<file path="config.mk">
export PLATFORM = sky130hd
export DESIGN_NAME = dac_spi_tx
export DESIGN_NICKNAME = d
export VERILOG_FILES = /design/src/rtl/dac_spi_pkg.sv /design/src/rtl/spi_frame_shifter.sv /design/src/rtl/dac_spi_tx.sv
export SDC_FILE = /design/constraint.sdc
export NUM_CORES = 1
export LEC_CHECK = 0
export CAP_MARGIN = 20
export CORE_MARGIN = 3
export CORE_UTILIZATION = 60
export DETAILED_ROUTE_END_ITERATION = 10
export PLACE_DENSITY = 0.84
export SLEW_MARGIN = 5
export SYNTH_ARGS = -nofsm -noshare
export SYNTH_HDL_FRONTEND = slang
export SYNTH_SLANG_ARGS = --single-unit
</file>
<file path="constraint.sdc">
create_clock -name mck_i -period 3.7 [get_ports mck_i]
set_input_delay 0.555 -clock mck_i [delete_from_list [all_inputs] [get_ports mck_i]]
set_output_delay 0.555 -clock mck_i [all_outputs]
set_load 0.005 [all_outputs]
</file>
<file path="src/rtl/dac_spi_pkg.sv">
// Shared types and helpers for the DAC SPI transmitter.
package dac_spi_pkg;

  localparam int FRAME_BITS = 24;

  typedef enum logic [2:0] {
    IDLE,
    LOAD_A,
    LOAD_B,
    SHIFT,
    GAP,
    LDAC
  } state_t;

  // Signed two's complement sample to the DAC's offset-binary code.
  function automatic logic [15:0] twos_to_offset(input logic [15:0] s);
    return {~s[15], s[14:0]};
  endfunction

endpackage

</file>
<file path="src/rtl/spi_frame_shifter.sv">
// Serialises one FRAME_BITS word MSB first: SCLK high for the first half of
// each bit, low for the second; SYNCn low only while the frame is on the wire.
module spi_frame_shifter
  import dac_spi_pkg::*;
#(
  parameter int CLK_DIV = 1
) (
  input  logic                  clk,
  input  logic                  rst_n,
  input  logic                  start,
  input  logic [FRAME_BITS-1:0] frame,
  output logic                  done,
  output logic                  sclk,
  output logic                  sdo,
  output logic                  syncn
);

  localparam logic [3:0] DIV_LAST = 4'(CLK_DIV - 1);
  localparam logic [4:0] BIT_LAST = 5'(FRAME_BITS - 1);

  logic [FRAME_BITS-1:0] shreg_reg;
  logic [3:0]            div_reg;
  logic [4:0]            bit_reg;
  logic                  active_reg;
  logic                  sclk_reg;
  logic                  sdo_reg;
  logic                  phase_end;

  assign phase_end = (div_reg == DIV_LAST);
  // Last cycle of the low half of the final bit: SYNCn rises on the next edge.
  assign done  = active_reg && phase_end && !sclk_reg && (bit_reg == BIT_LAST);
  assign sclk  = sclk_reg;
  assign sdo   = sdo_reg;
  assign syncn = ~active_reg;

  always_ff @(posedge clk or negedge rst_n) begin
    if (!rst_n) begin
      shreg_reg  <= '0;
      div_reg    <= '0;
      bit_reg    <= '0;
      active_reg <= 1'b0;
      sclk_reg   <= 1'b0;
      sdo_reg    <= 1'b0;
    end else if (start) begin
      shreg_reg  <= {frame[FRAME_BITS-2:0], 1'b0};
      sdo_reg    <= frame[FRAME_BITS-1];
      sclk_reg   <= 1'b1;
      active_reg <= 1'b1;
      div_reg    <= '0;
      bit_reg    <= '0;
    end else if (active_reg) begin
      if (phase_end) begin
        div_reg <= '0;
        if (sclk_reg) begin
          sclk_reg <= 1'b0;
        end else if (bit_reg == BIT_LAST) begin
          active_reg <= 1'b0;
          sdo_reg    <= 1'b0;
        end else begin
          sclk_reg  <= 1'b1;
          sdo_reg   <= shreg_reg[FRAME_BITS-1];
          shreg_reg <= {shreg_reg[FRAME_BITS-2:0], 1'b0};
          bit_reg   <= bit_reg + 5'd1;
        end
      end else begin
        div_reg <= div_reg + 4'd1;
      end
    end
  end

endmodule

</file>
<file path="src/rtl/dac_spi_tx.sv">
// Stereo sample to dual-channel DAC SPI writer (L -> channel A, R -> channel B).
// Define DAC_SPI_LDAC_EN to pulse LDACn after both frames; otherwise LDACn is held low.
module dac_spi_tx
  import dac_spi_pkg::*;
#(
  parameter int         CLK_DIV  = 1,
  parameter int         GAP_CYC  = 2,
  parameter int         LDAC_CYC = 2,
  parameter logic [7:0] CMD_A    = 8'h18,
  parameter logic [7:0] CMD_B    = 8'h19
) (
  input  logic        mck_i,
  input  logic        rst_i,
  input  logic [15:0] sample_l_i,
  input  logic [15:0] sample_r_i,
  input  logic        sample_vld_i,
  output logic        ready_o,
  output logic        busy_o,
  output logic        overrun_o,
  output logic        spi_sclk_o,
  output logic        spi_sdo_o,
  output logic        spi_syncn_o,
  output logic        spi_ldacn_o
);

  state_t                state_reg, state_next;
  logic [15:0]           code_a_reg, code_b_reg;
  logic                  chan_b_reg;
  logic [7:0]            cnt_reg;
  logic                  overrun_reg;
  logic                  accept;
  logic                  start;
  logic                  shift_done;
  logic [FRAME_BITS-1:0] frame;

  assign accept = sample_vld_i && (state_reg == IDLE);

  always_ff @(posedge mck_i or negedge rst_i) begin
    if (!rst_i) state_reg <= IDLE;
    else        state_reg <= state_next;
  end

  always_ff @(posedge mck_i or negedge rst_i) begin
    if (!rst_i) begin
      code_a_reg  <= '0;
      code_b_reg  <= '0;
      chan_b_reg  <= 1'b0;
      cnt_reg     <= '0;
      overrun_reg <= 1'b0;
    end else begin
      if (accept) begin
        code_a_reg <= twos_to_offset(sample_l_i);
        code_b_reg <= twos_to_offset(sample_r_i);
      end
      if (sample_vld_i && state_reg != IDLE) overrun_reg <= 1'b1;
      if (state_reg == LOAD_A) chan_b_reg <= 1'b0;
      if (state_reg == LOAD_B) chan_b_reg <= 1'b1;
      // Dwell counter for GAP/LDAC, restarted on every state change.
      if (state_next != state_reg)                    cnt_reg <= '0;
      else if (state_reg == GAP || state_reg == LDAC) cnt_reg <= cnt_reg + 8'd1;
    end
  end

  always_comb begin
    state_next = state_reg;
    case (state_reg)
      IDLE:           if (sample_vld_i) state_next = LOAD_A;
      LOAD_A, LOAD_B: state_next = SHIFT;
      SHIFT:          if (shift_done) state_next = GAP;
      GAP: begin
        if (cnt_reg == 8'(GAP_CYC - 1)) begin
`ifdef DAC_SPI_LDAC_EN
          state_next = chan_b_reg ? LDAC : LOAD_B;
`else
          state_next = chan_b_reg ? IDLE : LOAD_B;
`endif
        end
      end
      LDAC:           if (cnt_reg == 8'(LDAC_CYC - 1)) state_next = IDLE;
      default:        state_next = IDLE;
    endcase
  end

  always_comb begin
    start   = (state_reg == LOAD_A) || (state_reg == LOAD_B);
    frame   = (state_reg == LOAD_B) ? {CMD_B, code_b_reg} : {CMD_A, code_a_reg};
    ready_o = (state_reg == IDLE);
  end

  assign busy_o    = ~ready_o;
  assign overrun_o = overrun_reg;

`ifdef DAC_SPI_LDAC_EN
  assign spi_ldacn_o = (state_reg != LDAC);
`else
  // Both channels update on their own frame; LDACn is only released in reset.
  assign spi_ldacn_o = ~rst_i;
`endif

  spi_frame_shifter #(
    .CLK_DIV (CLK_DIV)
  ) u_shifter (
    .clk   (mck_i),
    .rst_n (rst_i),
    .start (start),
    .frame (frame),
    .done  (shift_done),
    .sclk  (spi_sclk_o),
    .sdo   (spi_sdo_o),
    .syncn (spi_syncn_o)
  );

endmodule

</file>
==> impl_metrics.csv <==
group,metric,value,unit
synth,synth_cell_type_count,52,
detailed_routing,wl_per_cell,15.3,um
clock_network,cts_max_path_buffers,2,
final_layout,drive_gt1_frac,0.172,
clock_network,cts_tree,"done",
setup_path,worst_path_dominant_cell_family,"buffers and inverters",
detailed_routing,drtIter0Drc,144,
timing,rsz0062_at_grt,"no",
clock_network,path_clk_slew,0.08,ns
floorplan,rows,28,
clock_network,numCtsBuffers,9,
job,maxCapViolations,0,
floorplan,core_area,6030,um2
synth,syn_inst,331,
setup_path,rr_worst_depth,6,
setup_path,crit_arrival,1.78,ns
detailed_routing,num_vias,2620,
clock_network,clock-root-buffer,"clkbuf_8",
floorplan,start_util,0.631,
clock_network,insertion_delay,0.36,ns
pwr,switching_share,0.321,
detailed_routing,drc,0,
setup_path,endpoint_kind,"output pin",
clock_network,cts_hold_buf,0,
timing,hold_viol,0,
timing,skew,0.00441,ns
global_route,track_usage,0.205,
pwr,combinationalPowerShare,0.244,
timing,timing.final.crit_share,0.631,
setup_path,reg2reg_slack,1.50,ns
timing,finalSetupViolations,0,
global_route,grt-ovfl-total,0,
setup_path,slowest_delay,0.54,ns
floorplan,die_x,85.6,um
setup_path,r2r_start,"u_shifter.div_reg[0]$_DFFE_PN0P_",
pwr,clkPwrFrac,0.273,
timing,timing.final.crit_period,2.34,ns
placed_design,port_buffers,41,
final_layout,n_antenna_cell,0,
final_layout,multiInputGateArea,1620,um2
pwr,intPower,1.65,mW
detailed_routing,ant_nets,0,
synth,synth_warnings,0,
pwr,power.density,552,nW/um2
synth,syn-cell-area,3800,um2
synth,yosys_register_bits,80,
clock_network,postCtsSetupRepairBufs,0,
setup_path,slowest_stage,"dfrtp_1",
timing,slew_viol_final,0,
detailed_routing,routed_wl,6840,um
timing,whs,0.0707,ns
final_layout,seqCellArea,2000,um2
synth,synth_ff_type,"dfrtp_1",
final_layout,syn2layout_area_growth,15.7,%
final_layout,fin_nets,407,
final_layout,fill_cells,449,
clock_network,cts_resized,0,
timing,clock.fmax,428,MHz
setup_path,cp.required,3.14,ns
setup_path,worst_setup_path_start_kind,"flip-flop",
clock_network,numClockSinks,80,
setup_path,path_cells,"nor2_1 > nand2_2 > inv_2 > clkdlybuf4s50_1",
synth,avgSynthCellArea,11.5,um2
synth,synth_edf_count,0,
timing,worst_slew_pin_slew,1.07,ns
timing,slew_headroom,0.282,
hold_path,min_path_type,"primary input to async pin",
setup_path,crit_buf_inv,2,
synth,synth_nets,371,
synth,synth-seq-area-share,0.526,
detailed_routing,vias_per_cell,5.86,
floorplan,die_area,7330,um2
global_route,grt_start_max_net_pins,61,
pwr,pwr-share-seq,0.484,
setup_path,r2r_end,"u_shifter.shreg_reg[2]$_DFFE_PN0P_",
floorplan,die_h,85.6,um
timing,fin_tns_setup,0,ns
detailed_routing,dr.pass1.iters,4,
global_route,grt_pass1_wl,11900,um
floorplan,io_pins,42,
clock_network,htree_levels,3,
synth,async_flop_share,1.00,
placed_design,place_congestion,0.856,
pwr,power_switching,780,uW
pwr,leakagePower,1.93,nW
status,status,"finished, final reports clean",
global_route,grt_pass1_vias,2646,
global_route,antenna_found_initial,0,
placed_design,hpwl,4720,um
setup_path,crit_path_max_fanout,14,
pwr,ir_drop,0.309,mV
final_layout,largest_reg_flops,23,
setup_path,crit_type,"flip-flop to output pin",
-- cell type report --
cell class,instances,share of cell area
flip-flops and latches,80,0.455
inverters,10,0.00853
multi-input cells,221,0.368
clock buffers,11,0.0344
clock inverters,5,0.0125
well taps,75,0.0213
repair buffers,45,0.0996
-- layer usage --
| layer | vias up | wire length, um | GRT usage |
|---|---|---|---|
| met3 | 11 | 222 | 0.0346 |
| met5 | - | 0 | 0 |
| li1 | 1253 | - | - |
| met4 | 0 | 125 | 0.0863 |
| met2 | 54 | 3350 | 0.341 |
| met1 | 1302 | 3150 | 0.265 |
-- power by group through the flow --
stage / registers, mW / clock network (mW) / logic, mW
after global placement: 1.18 / 0 / 0.572
final: 1.18 / 0.662 / 0.592
after floorplan: 1.15 / 0 / 0.438
after global routing: 1.20 / 0.719 / 0.666
after CTS: 1.17 / 0.675 / 0.595
after detailed placement: 1.19 / 0 / 0.592
-- stage by stage --
stage	power [mW]	instances	cell area, um2	setup WS, ns	util
2_1_floorplan	1.59	331	3800	1.93	-
3_3_place_gp	1.75	431	4190	1.56	0.696
3_5_place_dp	1.78	431	4190	1.51	0.696
4_1_cts	2.44	447	4400	1.35	0.730
5_1_grt	2.58	447	4400	1.25	0.730
6_report	2.43	447	4400	1.36	0.730
-- synth_stat cells (3+ instances only) --
cell,count,share of area
a21oi_1,13,0.017
and3_1,3,0.0049
buf_2,6,0.0079
buf_6,6,0.018
clkbuf_1,4,0.0039
dfrtp_1,80,0.53
ha_1,5,0.016
inv_1,8,0.0079
mux2_2,29,0.086
mux2i_1,18,0.047
nand2_1,22,0.022
nand2b_1,3,0.0049
nand3_1,33,0.043
nand4_1,6,0.0099
nor2_1,22,0.022
nor3_1,4,0.0053
o211ai_1,12,0.024
o21ai_0,5,0.0066
o221ai_1,3,0.0069
xnor2_1,4,0.0092
xor2_1,8,0.018
-- cells by family after synthesis --
family	share of synthesized area
AO/OA/AOI/OAI	0.0885
XOR/XNOR	0.0276
adder cells (fa/ha/maj)	0.0165
buffers and inverters	0.0474
flip-flops	0.526
multiplexers	0.137
AND/OR/NAND/NOR	0.156
-- worst max path at each step --
stage | end | cells after the start | slack [ns] | from
after floorplan | cnt_reg[1]$_DFFE_PN0P_ | 7 | 1.93 | u_shifter.div_reg[0]$_DFFE_PN0P_
after global placement | u_shifter.shreg_reg[8]$_DFFE_PN0P_ | 6 | 1.56 | u_shifter.bit_reg[0]$_DFFE_PN0P_
after detailed placement | u_shifter.shreg_reg[2]$_DFFE_PN0P_ | 6 | 1.51 | u_shifter.div_reg[0]$_DFFE_PN0P_
after CTS | ready_o | 4 | 1.35 | state_reg[2]$_DFF_PN0_
after global routing | ready_o | 4 | 1.25 | state_reg[2]$_DFF_PN0_
final | ready_o | 4 | 1.36 | state_reg[2]$_DFF_PN0_
-- placed cells by master (no fill, tap or decap), drive strengths merged, types with 3 or more instances in the layout --
master	Yosys	final
a21oi	13	13
and3	3	3
buf	16	5
clkbuf	4	11
clkdlybuf4s50	0	40
dfrtp	80	80
ha	5	5
inv	10	10
mux2	30	30
mux2i	18	18
nand2	23	23
nand2b	3	3
nand3	33	33
nand4	6	6
nor2	22	22
nor3	6	6
nor4	3	3
o211ai	13	13
o21ai	5	5
o221ai	3	3
xnor2	4	4
xor2	8	8
Note: power is estimated with default switching activity, not from simulation.
